File: config.mk
export PLATFORM = sky130hd
export DESIGN_NAME = serial_adder_ctrl
export DESIGN_NICKNAME = d
export VERILOG_FILES = /design/src/rtl/serial_adder_ctrl.sv
export SDC_FILE = /design/constraint.sdc
export NUM_CORES = 1
export LEC_CHECK = 0
export ABC_CLOCK_PERIOD_IN_PS = 2300
export CAP_MARGIN = 30
export CORE_MARGIN = 2
export CORE_UTILIZATION = 58
export CTS_BUF_LIST = sky130_fd_sc_hd__clkbuf_8
export DETAILED_ROUTE_END_ITERATION = 10
export PLACE_DENSITY = 0.86
export SYNTH_ARGS = -nofsm -noshare
export SYNTH_HDL_FRONTEND = slang
export SYNTH_SLANG_ARGS = --single-unit
File: constraint.sdc
create_clock -name clk -period 2.3 [get_ports clk]
set_input_delay 0.46 -clock clk [delete_from_list [all_inputs] [get_ports clk]]
set_output_delay 0.46 -clock clk [all_outputs]
set_load 0.01 [all_outputs]
File: src/rtl/serial_adder_ctrl.sv
// ============================================================================
//  Module      : serial_adder_ctrl
//  Description : Bit-serial WIDTH-bit adder controller. Parallel-loads two
//                operands and feeds one bit pair per clock (LSB first) through
//                a local one-bit full-adder cell with a registered carry. Each
//                sum bit is shifted into a result register. A start/busy/done
//                handshake faces the requester. The final sum and carry are
//                published only when the operation completes.
//                Optional macro SERIAL_ADDER_SUB_EN adds a 'sub' port that
//                selects subtraction (a - b mod 2^WIDTH).
//  Revision    : 1.0 - initial release
// ============================================================================
`default_nettype none

module serial_adder_ctrl #(
  parameter int WIDTH = 8
) (
  input  logic             clk,
  input  logic             rst,
  input  logic             start,
  input  logic [WIDTH-1:0] a,
  input  logic [WIDTH-1:0] b,
  input  logic             cin,
`ifdef SERIAL_ADDER_SUB_EN
  input  logic             sub,
`endif
  output logic             busy,
  output logic             done,
  output logic [WIDTH-1:0] sum,
  output logic             cout
);

  // Counter is one bit wider than strictly needed so it can never wrap
  // before reaching the last bit index.
  localparam int CNT_W = $clog2(WIDTH) + 1;
  localparam logic [CNT_W-1:0] C_LAST_CNT = CNT_W'(WIDTH - 1);
  localparam logic [CNT_W-1:0] C_CNT_ONE  = CNT_W'(1);

  typedef enum logic [1:0] {
    S_IDLE  = 2'd0,
    S_SHIFT = 2'd1,
    S_DONE  = 2'd2
  } state_t;

  state_t             state_q, state_d;
  logic [WIDTH-1:0]   a_q, a_d;
  logic [WIDTH-1:0]   b_q, b_d;
  logic               carry_q, carry_d;
  logic [CNT_W-1:0]   cnt_q, cnt_d;
  logic [WIDTH-1:0]   res_q, res_d;
  logic [WIDTH-1:0]   sum_q, sum_d;
  logic               cout_q, cout_d;

  logic               w_fa_a;
  logic               w_fa_b;
  logic               w_fa_s;
  logic               w_fa_co;
  logic               w_load_carry;
  logic [WIDTH-1:0]   w_res_shifted;

`ifdef SERIAL_ADDER_SUB_EN
  logic               sub_q, sub_d;

  // Subtraction is a + ~b + 1: invert B at the cell and force the carry-in.
  assign w_fa_b       = b_q[0] ^ sub_q;
  assign w_load_carry = sub ? 1'b1 : cin;

  // Operation-select register, captured alongside the operands.
  always_ff @(posedge clk) begin
    if (rst) sub_q <= 1'b0;
    else     sub_q <= sub_d;
  end
`else
  assign w_fa_b       = b_q[0];
  assign w_load_carry = cin;
`endif

  // One-bit full-adder cell fed from the low bits of the operand shifters.
  assign w_fa_a        = a_q[0];
  assign w_fa_s        = w_fa_a ^ w_fa_b ^ carry_q;
  assign w_fa_co       = (w_fa_a & w_fa_b) | (carry_q & (w_fa_a ^ w_fa_b));
  assign w_res_shifted = {w_fa_s, res_q[WIDTH-1:1]};

  // State and datapath registers; reset discards any partial result.
  always_ff @(posedge clk) begin
    if (rst) begin
      state_q <= S_IDLE;
      a_q     <= '0;
      b_q     <= '0;
      carry_q <= 1'b0;
      cnt_q   <= '0;
      res_q   <= '0;
      sum_q   <= '0;
      cout_q  <= 1'b0;
    end else begin
      state_q <= state_d;
      a_q     <= a_d;
      b_q     <= b_d;
      carry_q <= carry_d;
      cnt_q   <= cnt_d;
      res_q   <= res_d;
      sum_q   <= sum_d;
      cout_q  <= cout_d;
    end
  end

  // Next-state and datapath update logic.
  always_comb begin
    state_d = state_q;
    a_d     = a_q;
    b_d     = b_q;
    carry_d = carry_q;
    cnt_d   = cnt_q;
    res_d   = res_q;
    sum_d   = sum_q;
    cout_d  = cout_q;
`ifdef SERIAL_ADDER_SUB_EN
    sub_d   = sub_q;
`endif
    case (state_q)
      S_IDLE: begin
        if (start) begin
          state_d = S_SHIFT;
          a_d     = a;
          b_d     = b;
          carry_d = w_load_carry;
          cnt_d   = '0;
          res_d   = '0;
`ifdef SERIAL_ADDER_SUB_EN
          sub_d   = sub;
`endif
        end
      end
      S_SHIFT: begin
        a_d     = {1'b0, a_q[WIDTH-1:1]};
        b_d     = {1'b0, b_q[WIDTH-1:1]};
        carry_d = w_fa_co;
        cnt_d   = cnt_q + C_CNT_ONE;
        res_d   = w_res_shifted;
        // Publish the complete result only on the final bit so no partial
        // value is ever visible on sum/cout.
        if (cnt_q == C_LAST_CNT) begin
          state_d = S_DONE;
          sum_d   = w_res_shifted;
          cout_d  = w_fa_co;
        end
      end
      S_DONE: begin
        state_d = S_IDLE;
      end
      default: begin
        state_d = S_IDLE;
      end
    endcase
  end

  assign busy = (state_q == S_SHIFT);
  assign done = (state_q == S_DONE);
  assign sum  = sum_q;
  assign cout = cout_q;

endmodule

`default_nettype wire

==> results.txt, run 1 <==
The flow ran to the end, and the final reports show no timing, DRC or antenna violations. The area of the core region came out at 3000 um2. The leakage power of the design is 0.835 nW. IR analysis of the VDD net gives a maximum drop of 0.358 mV. The maximum clock frequency is 495 MHz. The clock latency at the later pin of the worst-skew pair came out at 290 ps.

The post-synthesis area per instance came out at 8.49 um2. The layout overhead on the synthesized area is 21.3%. In the synthesized netlist the async set-or-reset flop fraction comes to 0%.

The via total after detailed routing came out at 1,677. The clock net sink count came out at 39. The initial antenna violation count is 0. The synthesized instance count came out at 213. The number of enable-type register cells in the synthesized netlist is 0. In this run the register-to-register setup slack is 800 ps. The final max-slew violation count came to 0. The HPWL reported at the end of detailed placement came out at 2760 um. The clock tree from TritonCTS is done. The net count after synthesis came out at 235. The path class of the tightest hold or removal check is flop to flop. The chip width came out at 59.8 um. The clock-pin slew reported for the worst setup and hold paths after clock tree synthesis is 80 ps. The critical path launch point type is a flop. In the final layout, flip-flops and latches occupy 781 um2. The largest net degree at the start of global routing is 34. The critical path class is flop to output port. The layout cell share with drive strength beyond 1 came out at 13.0%.

The net total in the final layout is 259. The TritonCTS buffer count is 5. The H-tree was split into 2 levels. The endpoint of the worst hold path is sum[7]. The maximum net fanout on the critical path is 10.

The aggregate negative setup slack is 0 ps. The worst register-to-register path has a depth of 4. The area used by multi-input combinational logic came out at 876 um2. The max-slew headroom at the worst pin came out at 68.6%.

The warning count from the yosys run came out at 0. The worst endpoint required time came out at 1840 ps. The post-synthesis sequential area ratio came out at 43.2%. The count of boundary I/O pins came out at 31. The routed design has 4230 um of wire. The number of nets still failing antenna checks after routing is 0. The hold path depth is 2. The initial utilization of the core area, before any placement, comes to 60.2%. In this run the deepest clock path goes through 2 buffers.

The post-CTS setup buffer count came out at 0. The number of hold-slack violations in the final timing report is 0. Clock tree synthesis selected as its root buffer the cell sky130_fd_sc_hd__clkbuf_8.

The die covers 3580 um2. The overall die height is 59.8 um. The global-route usage over all layers is 26.4%. The mapped cell area came out at 1810 um2.

The number of cells after detailed placement came out at 263. Once the clock tree was built, the resizer swapped 0 gates to a different size. The count of buffers added on input and output ports is 30. After layout, the minimum clock period comes to 2020 ps. Across the run, the number of max-cap violations was 0. Setup violations remaining at the end of the flow were counted as 0. The first global-routing pass estimated 7000 um of wire.

The final weighted congestion in routability-driven placement came out at 0.787. The startpoint identified for the worst hold timing path is sum[7]. The via count of the first global-routing pass was 1,592. The arrival time of data at the critical path endpoint came out at 1560 ps. The flip-flop and latch count after synthesis is 39. The post-detailed-route wirelength per cell came out at 15.6 um.

The number of vias per cell is 6.19. STA classifies the critical path endpoint as an output port. The fill cell total of the finished layout came out at 232. The initial DRC count came out at 126. The row count is 20. For this design, the CTS-stage hold fixing added 0 buffers. The share of the core filled with cells in the final layout came out at 73.0%. The residual overflow from global routing came out at 0. The first detailed-routing pass took 4 iterations.

The final cell count without fillers came out at 271. In this run the critical register-to-register path is captured at cnt_q[3]. The total inserted antenna cells is 0. The startpoint identified for the worst register-to-register timing path is state_q[0]. The measured slew at the worst slew-check pin came out at 470 ps. The ratio of total power to cell area is 625 nW/um2. The post-route fraction of the period consumed by the critical path came out at 87.9%. The worst clock skew on the final layout is 4.68 ps.

Setup repair after global routing left no endpoint under its margin. The post-synthesis cell type count is 30. The most instantiated flip-flop cell in the synthesis netlist is sky130_fd_sc_hd__dfxtp_1. The number of DRC violations after detailed routing came out at 0.
[Yosys cell counts, types with 2 or more instances]
master,n,area share [%]
sky130_fd_sc_hd__dfxtp_1,39,43
sky130_fd_sc_hd__a21oi_1,36,10
sky130_fd_sc_hd__nor2_1,29,6.0
sky130_fd_sc_hd__inv_1,14,2.9
sky130_fd_sc_hd__o221a_2,13,8.1
sky130_fd_sc_hd__nand3_1,11,3.0
sky130_fd_sc_hd__buf_2,10,2.8
sky130_fd_sc_hd__o31ai_1,9,3.7
sky130_fd_sc_hd__a22oi_1,8,3.3
sky130_fd_sc_hd__clkbuf_1,6,1.2
sky130_fd_sc_hd__nand2_1,4,0.83
sky130_fd_sc_hd__nand2b_1,4,1.4
sky130_fd_sc_hd__nor2b_1,4,1.4
sky130_fd_sc_hd__o22a_1,4,1.9
sky130_fd_sc_hd__nor3_1,3,0.83
sky130_fd_sc_hd__a211oi_1,2,0.83
sky130_fd_sc_hd__buf_4,2,0.83
sky130_fd_sc_hd__o22ai_1,2,0.69
sky130_fd_sc_hd__or3b_2,2,0.97
[power by group]
group / total, mW / switching [mW] / internal, mW
registers: 0.734 / 0.0278 / 0.706
logic: 0.189 / 0.0924 / 0.0969
clock network: 0.448 / 0.241 / 0.207
total: 1.37 / 0.361 / 1.01
[state kept, by name, summed over array words and instances, names as in the netlist]
name / count
a_q: 8
b_q: 8
carry_q: 1
cnt_q: 4
cout: 1
res_q: 7
state_q: 2
sum: 8
[metrics by stage]
step | hold WS, ps | cell area, um2 | worst slack, ps | power [mW]
2_1_floorplan | 443 | 1810 | 915 | 0.868
3_3_place_gp | 454 | 2110 | 499 | 0.922
3_5_place_dp | 463 | 2110 | 415 | 0.935
4_1_cts | 474 | 2190 | 268 | 1.38
5_1_grt | 488 | 2190 | 169 | 1.43
6_report | 472 | 2190 | 278 | 1.37
[layer usage]
metal | global-route usage [%] | vias up | wire [um]
met5 | 0 | - | 0
met4 | 15.2 | 0 | 140
met3 | 7.14 | 16 | 266
met2 | 41.6 | 63 | 2000
met1 | 32.3 | 787 | 1820
li1 | - | 811 | -
[kinds of logic (layout without fill, tap and decap cells)]
kind of cell	Yosys count	in the layout	share of synthesized area, %
simple gates	61	61	16.0
fa+ha+maj	2	2	1.80
buf+inv	33	58	8.37
compound gates	78	78	30.7
flops	39	39	43.2
[layout by cell type, fill, tap and decap left out, types with 3 or more instances in the layout]
cell type / instances
sky130_fd_sc_hd__nor3_1: 3
sky130_fd_sc_hd__o22a_1: 4
sky130_fd_sc_hd__nor2_1: 29
sky130_fd_sc_hd__nand3_1: 11
sky130_fd_sc_hd__buf_4: 5
sky130_fd_sc_hd__clkdlybuf4s50_1: 30
sky130_fd_sc_hd__a21oi_1: 36
sky130_fd_sc_hd__nand2b_1: 4
sky130_fd_sc_hd__clkbuf_8: 5
sky130_fd_sc_hd__nand2_1: 4
sky130_fd_sc_hd__inv_1: 15
sky130_fd_sc_hd__dfxtp_1: 39
sky130_fd_sc_hd__o221a_2: 13
sky130_fd_sc_hd__a22oi_1: 8
sky130_fd_sc_hd__o31ai_1: 9
sky130_fd_sc_hd__nor2b_1: 4
[worst max-delay path, cell delays in order, from the launching register on]
cell	delay [ps]
sky130_fd_sc_hd__dfxtp_1	520
sky130_fd_sc_hd__nand2b_1	120
sky130_fd_sc_hd__inv_1	90
sky130_fd_sc_hd__clkdlybuf4s50_1	530
[worst max-delay path by stage]
stage | from | end | cells past startpoint
final | state_q[0] | busy | 3
after global routing | state_q[0] | busy | 3
after CTS | state_q[0] | busy | 3
after detailed placement | start | a_q[6] | 4
after global placement | start | a_q[5] | 4
after floorplan | state_q[1] | done | 3
[area by class of cell]
cell class	count	share of cell area, %
clock buffer	5	3.14
sequential	39	35.6
multi-input combinational	141	39.9
tap	33	1.88
timing repair buffer	36	16.3
clock inverter	3	0.742
inverter	14	2.40
Power figures use the tool's default switching activity.
==> run 2: changes to the inputs <==
--- a/config.mk
+++ b/config.mk
@@ -7,9 +7,10 @@
 export LEC_CHECK = 0
 export ABC_CLOCK_PERIOD_IN_PS = 2300
 export CAP_MARGIN = 30
-export CORE_MARGIN = 2
+export CORE_MARGIN = 5
 export CORE_UTILIZATION = 58
 export CTS_BUF_LIST = sky130_fd_sc_hd__clkbuf_8
+export CTS_CLUSTER_DIAMETER = 150
 export DETAILED_ROUTE_END_ITERATION = 10
 export PLACE_DENSITY = 0.86
 export SYNTH_ARGS = -nofsm -noshare
==> run 2 against run 1 <==
Compared with the run above: maximum frequency rose by 8.4%; worst hold slack got worse by 0.94 ps; routed wire length fell by 5.5%; final cell count rose by 4.1%; critical path depth did not move; die area rose by 21%; clock power fell by 9.8%; via count fell by 3.3%; critical path type unchanged.
==> results.txt, run 2 (synthesized netlist as in run 1, its figures left out) <==
At the pin with the least slew margin, the transition time is 482 ps. The row count came out at 20. The final cell count without fillers is 282. The total of cells resized after clock tree synthesis came out at 0. Clock tree synthesis found a total of 39 sinks.

At the later pin of the worst-skew pair, clock insertion delay measures 280 ps. The number of input and output port buffers inserted is 30. Data arrives at the worst endpoint at 1410 ps.

The count of boundary I/O pins came out at 31. The initial core utilization came out at 59.7%. STA classifies the critical path endpoint as an output port. The worst setup path is launched from a flop. The worst-case clock buffer depth came out at 2. The clock arrives with 4.44 ps of skew. The tree is rooted in a sky130_fd_sc_hd__clkbuf_8. The most common cell after layout, fill and taps aside is sky130_fd_sc_hd__dfxtp_1.

VDD sags by at most 0.418 mV. The post-CTS setup buffer count came out at 0. The count of nets left with antenna violations once routing finished came out at 0. Entering global routing, the biggest net connects 41 pins. CTS built an H-tree with a depth of 2.

The layout overhead on the synthesized area came out at 22.2%. The residual overflow from global routing came out at 0. The final max-slew violation count came out at 0. The total length of routed wires came out at 3990 um.

The maximum clock frequency came out at 536 MHz. The via total after detailed routing is 1,621. The run finished with clean final reports. After detailed routing, the average wire length per cell comes to 14.2 um. The TritonCTS buffer count is 5. The clock tree from TritonCTS is done.

Cells with a size suffix above 1 make up 13.0% of the layout. Once detailed placement completed, the half-perimeter wirelength came to 2680 um. The chip width came out at 65.8 um.

The leakage power of the design came out at 0.841 nW. The tool flagged a number of max-cap violations equal to 0. The initial antenna violation count is 0.

The aggregate negative setup slack is 0 ps. The routed design could run at a clock period as short as 1870 ps. For this design the ratio of total power to cell area is 600 nW/um2. The net total in the final layout came out at 261. Clock-pin slew was measured on the worst setup and hold paths at 70 ps. In this run, the number of DRC markers left after iteration 0 of detailed routing was 147. The area enclosed by the die boundary came out at 4330 um2. The via count of the first global-routing pass is 1,529.

The area of the core region came out at 3030 um2. The worst setup path is of the flop to output port kind. The top cell types in the final layout, fill and taps aside, are sky130_fd_sc_hd__dfxtp_1, sky130_fd_sc_hd__a21oi_1, sky130_fd_sc_hd__clkdlybuf4s50_1. The placement-stage cell area is 2140 um2. The number of iterations in the first detailed-routing pass is 4. The maximum net fanout on the critical path is 4.

The worst endpoint required time came out at 1840 ps. The flop-to-flop setup slack is 900 ps. The post-route fraction of the period consumed by the critical path came out at 81.1%. The type of the tightest min-delay check is flop to flop. Setup violations remaining at the end of the flow were counted as 0. Setup repair after global routing left no endpoint under its margin.

After detailed placement, the design holds a cell count of 276. For this run, the total global-route usage over all layers was measured as 19.7%. Measured against its own limit, the worst slew margin works out to 67.8%. The first global-routing pass estimated 6740 um of wire.

The congestion estimate from routability-driven global placement came to 0.786. In the routed design, unresolved DRC markers number 0. The number of antenna diodes in the final layout is 0. The number of hold-slack violations in the final timing report is 0.

The overall die height is 65.8 um. The finished cells cover 2210 um2. The number of vias per cell is 5.75.

After clock tree synthesis, the flow added hold-fix buffers numbering 0.
run 2: cell types whose count changed in the layout (fill, tap and decap cells not counted):
cell and delta:
sky130_fd_sc_hd__buf_4 +2, sky130_fd_sc_hd__clkinv_2 -1, sky130_fd_sc_hd__clkinvlp_4 -1
run 2: worst max-delay path, cell delays in order (launching register included):
cell and delay (ps):
sky130_fd_sc_hd__dfxtp_1 340, sky130_fd_sc_hd__nand2b_1 160, sky130_fd_sc_hd__inv_1 90, sky130_fd_sc_hd__clkdlybuf4s50_1 540
run 2: final timing paths:
| kind | from | endpoint | depth (start not counted) |
|---|---|---|---|
| setup / recovery | state_q[1] | busy | 3 |
| hold / removal | sum[6] | sum[6] | 2 |
| setup reg to reg | cnt_q[0] | sum[5] | 4 |
| hold reg to reg | sum[6] | sum[6] | 2 |
run 2: metal layers:
layer	wire, um	vias up	part of all wire, %	track usage [%]
li1	-	817	-	-
met4	50	0	1.3	7.51
met5	0	-	0	0
met3	143	6	3.6	4.08
met2	1890	29	47	31.4
met1	1910	769	48	26.1
run 2: area by class of cell:
class	count	area, um2
flip-flops and latches	39	781
well taps	44	55.1
clock inverters	1	3.75
inverters	14	52.6
fillers	238	818
multi-input cells	141	876
clock buffers	5	68.8
repair buffers	38	373
run 2: through the flow:
step | hold slack, ps | power [mW] | setup WS [ps] | utilization (%)
after global placement | 455 | 0.929 | 394 | 70.6
after floorplan | 443 | 0.868 | 915 | -
after global routing | 479 | 1.38 | 371 | 73.0
after CTS | 473 | 1.34 | 424 | 73.0
final | 471 | 1.33 | 434 | 73.0
after detailed placement | 463 | 0.935 | 337 | 70.6
run 2: power breakdown:
group | internal, mW | switching, mW | leakage (nW)
logic | 0.0985 | 0.0914 | 0.480
clock network | 0.197 | 0.206 | 0.0413
registers | 0.707 | 0.0263 | 0.319
total | 1.00 | 0.324 | 0.841
==> run 3: changes to the inputs <==
==> config.mk (replaced) <==
export PLATFORM = sky130hd
export DESIGN_NAME = serial_adder_ctrl
export DESIGN_NICKNAME = d
export VERILOG_FILES = /design/src/rtl/serial_adder_ctrl.sv
export SDC_FILE = /design/constraint.sdc
export NUM_CORES = 1
export LEC_CHECK = 0
export ABC_CLOCK_PERIOD_IN_PS = 1800
export CAP_MARGIN = 30
export CORE_MARGIN = 5
export CORE_UTILIZATION = 54
export CTS_BUF_LIST = sky130_fd_sc_hd__clkbuf_8
export CTS_CLUSTER_DIAMETER = 150
export DETAILED_ROUTE_END_ITERATION = 10
export PLACE_DENSITY = 0.81
export SYNTH_ARGS = -nofsm -noshare
export SYNTH_HDL_FRONTEND = slang
export SYNTH_SLANG_ARGS = --single-unit
==> constraint.sdc (replaced) <==
create_clock -name clk -period 1.8 [get_ports clk]
set_input_delay 0.36 -clock clk [delete_from_list [all_inputs] [get_ports clk]]
set_output_delay 0.36 -clock clk [all_outputs]
set_load 0.01 [all_outputs]
==> run 3 against run 2 <==
Compared with the run above: final cell count up 2.5%; clock power up 110%; core utilization down 2.8 points; cell area up 4.3%; critical path depth down 2; sequential power up 28%; via count up 0.74%; clock-buffer cell count unchanged; register-to-register slack worse by 460 ps; clock skew up 4.7 ps; worst hold slack better by 1.8 ps; critical path type unchanged; largest power group unchanged; highest routed layer unchanged.
==> results.txt, run 3 (synthesized netlist as in run 1, its figures left out) <==
The most common cell after layout, fill and taps aside is sky130_fd_sc_hd__dfxtp_1. The post-route fraction of the period consumed by the critical path came out at 85.2%. The HPWL reported at the end of detailed placement is 2650 um. The maximum net fanout on the critical path came out at 2.

The count of boundary I/O pins is 31. The clock latency at the later pin of the worst-skew pair is 290 ps. The worst slack on hold paths came out at 473 ps.

The via count of the first global-routing pass was 1,464. The area growth from synthesis to layout is 27.5%. By startpoint and endpoint, the worst setup path is classified as flop to output port. The clock net sink count is 39. The number of vias per cell is 5.65. The number of clock buffers added by TritonCTS is 5. The max-cap violation count is 0. The routed layout has 1,633 vias.

The met3 wirelength from detailed routing is 191 um. The area enclosed by the die boundary came out at 4600 um2. The area of the core region is 3280 um2. The ratio of total power to cell area came out at 888 nW/um2. The type of the tightest min-delay check is flop to flop. STA classifies the critical path endpoint as an output port.

The hold-fix buffer count after cts is 0. The initial core utilization came out at 55.0%. In this run the critical register-to-register path is captured at sum[6]. The post-route minimum period came out at 1530 ps.

For this block, the initial DRC count from the detailed router was 123. After detailed routing, the number of remaining DRC violations is 0. The run finished with clean final reports. The total inserted antenna cells came out at 0. The kind of cell adding the most delay to the critical path is buffers and inverters. The clock passes through at most 2 buffers. The die is 67.9 um tall.

The clock-pin slew reported for the worst setup and hold paths after clock tree synthesis came out at 80 ps. The chip width is 67.9 um. The number of hold-slack violations in the final timing report is 0.

During placement, the flow inserted port buffers numbering 30. The setup check on the worst reg-to-reg path leaves a slack of 440 ps. The layout cell share with drive strength beyond 1 is 15.6%.

The post-detailed-route wirelength per cell came out at 13.8 um. On the critical path, the stage with the largest delay is an instance of sky130_fd_sc_hd__clkdlybuf4s50_1. The leakage power of the design is 0.911 nW.

The largest net degree at the start of global routing is 33. The most critical setup path has its startpoint at sum[6]. The fill cell total of the finished layout came out at 269. Headroom to the max-slew limit came out at 75.1%. After detailed routing, the wire length on met1 is 1920 um.

The depth of the worst register-to-register path is 4. The clock tree from TritonCTS is done. The path with the worst hold slack has its endpoint at sum[2]. The maximum clock frequency came out at 652 MHz. The H-tree was split into 2 levels.

The total length of routed met2 wires is 1850 um. The hold path depth is 2. The number of iterations in the first detailed-routing pass came out at 4. Setup repair after global routing left no endpoint under its margin.

The aggregate negative setup slack is 0 ps. The cell sitting at the root of the clock tree is a sky130_fd_sc_hd__clkbuf_8. The reg-to-reg startpoint is cnt_q[0]. The first global-routing pass estimated 6600 um of wire.

The initial antenna violation count came out at 0. The residual overflow from global routing is 0. The top metal layer carrying routed signals is met4. The critical path launch point type is a flop. Together, buffers and inverters on the worst path number 1. The number of nets still failing antenna checks after routing is 0. The row count is 21. The final max-slew violation count is 0. The share of the core filled with cells in the final layout came out at 70.2%.

The start point of the worst min-delay path is sum[2]. The worst endpoint required time is 1440 ps. The final weighted congestion in routability-driven placement came out at 0.741. The worst-case IR drop observed on VDD is 0.554 mV. The worst clock skew on the final layout is 9.17 ps. In the layout the commonest cells are sky130_fd_sc_hd__dfxtp_1, sky130_fd_sc_hd__a21oi_1, sky130_fd_sc_hd__nor2_1. The delay of the slowest cell on the worst path is 550 ps. Setup violations remaining at the end of the flow were counted as 0. The number of stages on the worst setup path is 1.

The measured slew at the worst slew-check pin is 372 ps. The critical path goes through clkdlybuf4s50_1. The net total in the final layout came out at 264.

The global-route usage over all layers is 18.8%. The arrival time of data at the critical path endpoint is 1170 ps. The sum of internal, switching and leakage power is 2.05 mW. The total length of routed wires came out at 4000 um.
-- run 3: area by class of cell --
class	count	area, um2	share of cell area [%]
clock buffers	5	68.8	2.99
clock inverters	3	67.6	2.93
inverters	14	52.6	2.28
multi-input cells	141	876	38.0
flip-flops and latches	39	782	33.9
repair buffers	41	400	17.4
well taps	46	57.6	2.50
-- run 3: where the power goes --
group / switching, mW / internal [mW] / leakage (nW)
clock: 0.313 / 0.553 / 0.0644
sequential: 0.0340 / 0.903 / 0.319
combinational: 0.115 / 0.128 / 0.527
total: 0.462 / 1.58 / 0.911
-- run 3: routing by layer --
layer / GRT usage [%] / vias up
met3: 5.09 / 4
met4: 5.96 / 0
met2: 30.1 / 44
li1: - / 825
met5: 0 / -
met1: 24.6 / 760
-- run 3: worst max-delay path by stage --
stage                         to  slack (ps)
after global placement    a_q[5]          90
after detailed placement  a_q[6]          50
final                     sum[6]         270
after floorplan             done         520
after CTS                   busy          10
after global routing      sum[4]         200
-- run 3: per-stage QoR --
stage	cells	setup WS (ps)	instance area (um2)
after detailed placement	281	45.9	2160
final	289	267	2300
after floorplan	213	515	1810
after global routing	289	205	2300
after CTS	289	9.86	2300
after global placement	281	93.4	2160
-- run 3: worst reg2reg max path, delay by kind of cell, from the launching register on --
family | cells | cell delay (ps)
DFF | 1 | 380
and+or+nand+nor | 1 | 250
adders and majority gates | 1 | 220
AOI/OAI and AO/OA | 2 | 390
-- run 3: what timing repair did --
| item | 4_1_cts | 5_1_grt |
|---|---|---|
| setup buffers | 0 | 0 |
| setup endpoints to repair | 1 | 2 |
| gates resized for setup | 1 | 2 |
